File: src/rtl/fifo_spi_drain.sv
// fifo_spi_drain: pops bytes from the audio FIFO and shifts them MSB-first to the decoder SDI port.
//   clk, rst       system clock, asynchronous active-high reset
//   enable         permits new bursts and frames
//   fifo_empty     FIFO empty flag
//   fifo_data      FIFO read data, valid the cycle after fifo_rd_en
//   fifo_rd_en     single-cycle FIFO pop strobe
//   dreq           decoder ready, asynchronous, synchronised internally
//   sck, sdi       mode-0 serial clock (idle low) and serial data
//   xdcs           data chip-select, active low
//   busy           high whenever the engine is not idle
module fifo_spi_drain #(
   parameter int DATA_WIDTH = 8,
   parameter int CLK_DIV    = 4,
   parameter int BURST_LEN  = 32
) (
   input  logic                  clk,
   input  logic                  rst,
   input  logic                  enable,
   input  logic                  fifo_empty,
   input  logic [DATA_WIDTH-1:0] fifo_data,
   output logic                  fifo_rd_en,
   input  logic                  dreq,
   output logic                  sck,
   output logic                  sdi,
   output logic                  xdcs,
   output logic                  busy
);
   localparam int DIV_W = CLK_DIV > 1 ? $clog2(CLK_DIV) : 1;
   localparam int BIT_W = $clog2(DATA_WIDTH + 1);
   localparam int BC_W  = $clog2(BURST_LEN + 1);
   localparam logic [DIV_W-1:0] DIV_MAX  = DIV_W'(CLK_DIV - 1);
   localparam logic [BIT_W-1:0] BIT_LAST = BIT_W'(DATA_WIDTH - 1);
   localparam logic [BC_W-1:0]  BURST_MX = BC_W'(BURST_LEN);

   typedef enum logic [2:0] {IDLE, RD, LOAD, SHIFT, GAP} state_t;

   state_t                state_q, state_d;
   logic [DATA_WIDTH-1:0] sh_q, sh_d, sh_nx;
   logic [BIT_W-1:0]      bit_q, bit_d;
   logic [DIV_W-1:0]      div_q, div_d;
   logic [BC_W-1:0]       burst_q, burst_d;
   logic                  sck_q, sck_d, sdi_q, sdi_d, xdcs_q, xdcs_d;
   logic                  dreq_m_q, dreq_s_q;
   logic                  div_end, frame_done, more;

   assign div_end    = div_q == DIV_MAX;
   // last falling edge of the frame: high phase ends on the final bit
   assign frame_done = state_q == SHIFT && div_end && sck_q && bit_q == BIT_LAST;
   // room for another frame in this grant once the current one is counted
   assign more       = (burst_q + BC_W'(1)) < BURST_MX;
   assign sh_nx      = sh_q << 1;

   always_ff @(posedge clk or posedge rst) begin
      if (rst) begin
         state_q  <= IDLE;
         sh_q     <= '0;
         bit_q    <= '0;
         div_q    <= '0;
         burst_q  <= '0;
         sck_q    <= 1'b0;
         sdi_q    <= 1'b0;
         xdcs_q   <= 1'b1;
         dreq_m_q <= 1'b0;
         dreq_s_q <= 1'b0;
      end else begin
         state_q  <= state_d;
         sh_q     <= sh_d;
         bit_q    <= bit_d;
         div_q    <= div_d;
         burst_q  <= burst_d;
         sck_q    <= sck_d;
         sdi_q    <= sdi_d;
         xdcs_q   <= xdcs_d;
         dreq_m_q <= dreq;
         dreq_s_q <= dreq_m_q;
      end
   end

   always_comb begin
      state_d = state_q;
      case (state_q)
         IDLE:    if (enable && dreq_s_q && !fifo_empty) state_d = RD;
         RD:      state_d = LOAD;
         LOAD:    state_d = SHIFT;
         SHIFT:   if (frame_done) state_d = (more && enable && !fifo_empty) ? RD : GAP;
         GAP:     if (div_end) state_d = IDLE;
         default: state_d = IDLE;
      endcase
   end

   always_comb begin
      sh_d    = sh_q;
      bit_d   = bit_q;
      div_d   = div_q;
      burst_d = burst_q;
      sck_d   = sck_q;
      sdi_d   = sdi_q;
      xdcs_d  = xdcs_q;
      case (state_q)
         IDLE: begin
            div_d   = '0;
            bit_d   = '0;
            burst_d = '0;
         end
         LOAD: begin
            sh_d   = fifo_data;
            sdi_d  = fifo_data[DATA_WIDTH-1];
            xdcs_d = 1'b0;
            div_d  = '0;
            bit_d  = '0;
         end
         SHIFT: begin
            div_d = div_end ? '0 : div_q + DIV_W'(1);
            if (div_end) begin
               sck_d = !sck_q;
               if (sck_q) begin
                  sh_d  = sh_nx;
                  sdi_d = sh_nx[DATA_WIDTH-1];
                  bit_d = bit_q + BIT_W'(1);
               end
            end
            if (frame_done) begin
               bit_d   = '0;
               burst_d = burst_q + BC_W'(1);
            end
         end
         GAP: begin
            // sck held low one half-period after the last fall, then chip-select released
            div_d = div_end ? '0 : div_q + DIV_W'(1);
            sck_d = 1'b0;
            if (div_end) xdcs_d = 1'b1;
         end
         default: ;
      endcase
   end

   assign fifo_rd_en = state_q == RD;
   assign busy       = state_q != IDLE;
   assign sck        = sck_q;
   assign sdi        = sdi_q;
   assign xdcs       = xdcs_q;
endmodule

File: config.mk
export PLATFORM = sky130hd
export DESIGN_NAME = fifo_spi_drain
export DESIGN_NICKNAME = d
export VERILOG_FILES = /design/src/rtl/fifo_spi_drain.sv
export SDC_FILE = /design/constraint.sdc
export NUM_CORES = 1
export LEC_CHECK = 0
export BUFFER_PORTS_ARGS = -buffer_cell sky130_fd_sc_hd__buf_2
export CAP_MARGIN = 20
export CORE_MARGIN = 2
export CORE_UTILIZATION = 30
export CTS_CLUSTER_DIAMETER = 40
export CTS_CLUSTER_SIZE = 10
export DETAILED_ROUTE_END_ITERATION = 8
export PLACE_DENSITY = 0.53
export SKIP_LAST_GASP = 1
export SLEW_MARGIN = 5
export SYNTH_ARGS = -nofsm -noshare
export SYNTH_HDL_FRONTEND = slang
export SYNTH_SLANG_ARGS = --single-unit
File: constraint.sdc
create_clock -name clk -period 1.3 [get_ports clk]
set_input_delay 0 -clock clk [delete_from_list [all_inputs] [get_ports clk]]
set_output_delay 0 -clock clk [all_outputs]
set_load 0.005 [all_outputs]
==> metrics <==
drt initial violations 70; max-slew violation count 0; fin nets 220; FF-to-FF Start bit_q[0]$_DFFE_PP0P_; Max Cap Viol 0; combinational family with the most area after synthesis simple AND/OR/NAND/NOR gates; Worst R2R Setup Slack -0.20 ns; Mapped Nets 154; die width 70.8 um; final setup vio count 18; Routed Antenna Nets 0; post-synthesis mux area share approximately 6%; Die H slightly above 70 um; unrepaired setup endpoints after global routing true; GRT Overall Usage 13.9%; DR DRC count 0; GRT overflow 0; largest net degree at the start of global routing 28; Std-Cell Rows 24; DR WL/cell 13.1 um; Max Buffers Root-to-Sink 2; clock slew at reported path FFs 0.09 ns; Post-Synthesis Cells 138; drt via density 4.86; CTS tree done; vias in the first global route 1251; switch share 33.7%; P per Cell Area 1490 nW/um2; first-pass GRT wire length roughly 5600 um; Setup CP Type flip-flop to flip-flop; clock share of power 15.6%; via count 1239; ANT cells 0; pre-CTS setup slack -0.207 ns; sequential element share of the synthesized area 50.6%; Seq cells post-synth 27; Hold Worst Slack -0.00337 ns; crit-path max FO 3; clock insertion delay at the later pin of the skew report ~0.27 ns; relative slew slack 84.9%; Hold Vio Cnt, Final 2; routability cong. 0.779; DP Wirelength 2310 um; core area about 4300 um2; Yosys cell types 38; commonest non-fill, non-tap cell in the layout buf_4; Comb power frac 45.2%; violated checks hold timing, setup timing; HP Start fifo_data[6]; total wire length 3340 um; clock sink total 27; Finished Cell Area 2080 um2; placed cell areas 1760 um2; Cell Area, Synth 1340 um2; routing usage on met3 2.28%; Tcrit/Tclk final 116%; share of post-route cells with drive strength above 1 49.8%; Final Skew 0.00163 ns; commonest cells after routing, fill and taps aside buf_4, dfrtp_1, nand2_1; Post-Synth Simple-Gate Area 21.2%; worst reg2reg path depth 5; outcome complete, but fails checks; Synth Area in Compound Gates between 10% and 20%; worst hold path cell count 3; GRT busiest layer met2; Worst-Margin Slew 0.223 ns; min Tclk post-route 1.50 ns; H-tree levels 1; Yosys warning count 0; switching pwr 1.05 mW; PortBufs 17; Most used DFF post-synth dfrtp_1; root buffer cell clkbuf_8; Hold Path Class primary input to flip-flop; Startpoint Class flip-flop; GRT met2 Usage between 20% and 30%; EDFF count, synth 0; post-synthesis xor/xnor area fraction 0%; Die Area 5010 um2; maximum clock frequency about 0.67 GHz; met1 GRT Util 19.2%; Arr. time, crit path 1.71 ns; Worst Path Required 1.50 ns; Worst setup EP type flip-flop; Post-Synth Adder-Cell Area 2.80%; IO Pins 18; drt pass-1 iters 4; CP startpoint bit_q[0]$_DFFE_PP0P_; final worst slack -0.203 ns; Starting Density 31.0%; Util after Layout 48.1%; Max VDD drop 0.000573 V; Pleak 0.925 nW; initial antenna violation count 0; Avg Inst Size Synth 9.70 um2; cts bufs inserted 3; Area Growth Syn to Fin 55.5%; internal power 2.06 mW; Sequential Power Share between 30% and 40%; Post-synth ARST share 100%
[layer usage]
metal	vias up	part of all wire [%]
li1	621	-
met1	590	47
met2	22	48
met3	6	3.7
met4	0	1.4
met5	-	0
[cell type report]
cell class / instances / area, um2
Multi-Input combinational cell: 101 / 766
Clock buffer: 4 / 45.0
Sequential cell: 27 / 681
Fill cell: 408 / 2240
Inverter: 5 / 18.8
Tap cell: 52 / 65.1
Timing Repair Buffer: 66 / 507
[per-stage QoR]
step	cells	power [mW]	setup TNS [ns]
detailed placement	237	2.26	-1.55
global route	255	3.33	-3.11
global placement	237	2.21	-1.06
CTS	251	2.94	-1.24
floorplan	138	1.79	-0.233
finish	255	3.10	-1.22
[what timing repair did]
| action | 4_1_cts | 5_1_grt |
|---|---|---|
| endpoints found under the setup margin | 23 | 26 |
| buffers inserted | 6 | 4 |
| resized for setup | 24 | 31 |
| hold endpoints to repair | 29 | 0 |
| hold buffers | 3 | 0 |
| pin swaps | 3 | 5 |
| gates cloned | 1 | 0 |
[registers in the layout, indices dropped and copies added (netlist names)]
| signal | count |
|---|---|
| bit_q | 4 |
| div_q | 2 |
| dreq_m_q | 1 |
| sh_q | 7 |
| dreq_s_q | 1 |
| state_q | 3 |
| sdi | 1 |
| sck | 1 |
| xdcs | 1 |
| burst_q | 6 |
[cell families (layout without fill, tap and decap cells)]
family                   Yosys count  after routing
AND/OR/NAND/NOR                   55             55
AO/OA/AOI/OAI                     34             35
flip-flops                        27             27
buffers and inverters             11             75
multiplexers                       8              8
adder cells (fa/ha/maj)            3              3
[critical path, cell delays in order, from the launching register on]
cell and delay, ns:
dfrtp_1 0.38, ha_2 0.18, and4b_1 0.23, nand3_2 0.10
or4_1 0.42, a21oi_1 0.14
[power groups by stage]
stage                     sequential [mW]  clock [mW]  combinational, mW
final                                1.21       0.485               1.40
after global routing                 1.24       0.530               1.56
after CTS                            1.20       0.504               1.23
after detailed placement             1.21           0               1.04
after global placement               1.20           0               1.01
after floorplan                      1.21           0              0.584
[synth_stat cells, types with 2 or more instances]
| master | n | share of area, % |
|---|---|---|
| buf_2 | 3 | 1.1 |
| nand2_1 | 20 | 5.6 |
| o21ai_0 | 18 | 6.7 |
| and3_1 | 2 | 0.93 |
| mux2i_1 | 8 | 6.0 |
| ha_1 | 3 | 2.8 |
| dfrtp_1 | 26 | 49 |
| clkbuf_1 | 2 | 0.56 |
| nand3_1 | 6 | 2.2 |
| o21bai_1 | 2 | 1.1 |
| a21oi_1 | 4 | 1.5 |
| nand3b_1 | 3 | 1.7 |
| nand2b_1 | 2 | 0.93 |
| nor2_1 | 6 | 1.7 |
| inv_1 | 5 | 1.4 |
| o31ai_1 | 2 | 1.1 |
| nor3_1 | 5 | 1.9 |
[worst paths after layout]
path / to
max in group asynchronous: xdcs$_DFFE_PP1P_
min reg2reg: dreq_s_q$_DFF_PP0_
max: burst_q[4]$_DFFE_PP0P_
min: sh_q[6]$_DFFE_PP0P_
max reg2reg: burst_q[4]$_DFFE_PP0P_
min in group asynchronous: sh_q[1]$_DFFE_PP0P_
Power figures use the tool's default switching activity.
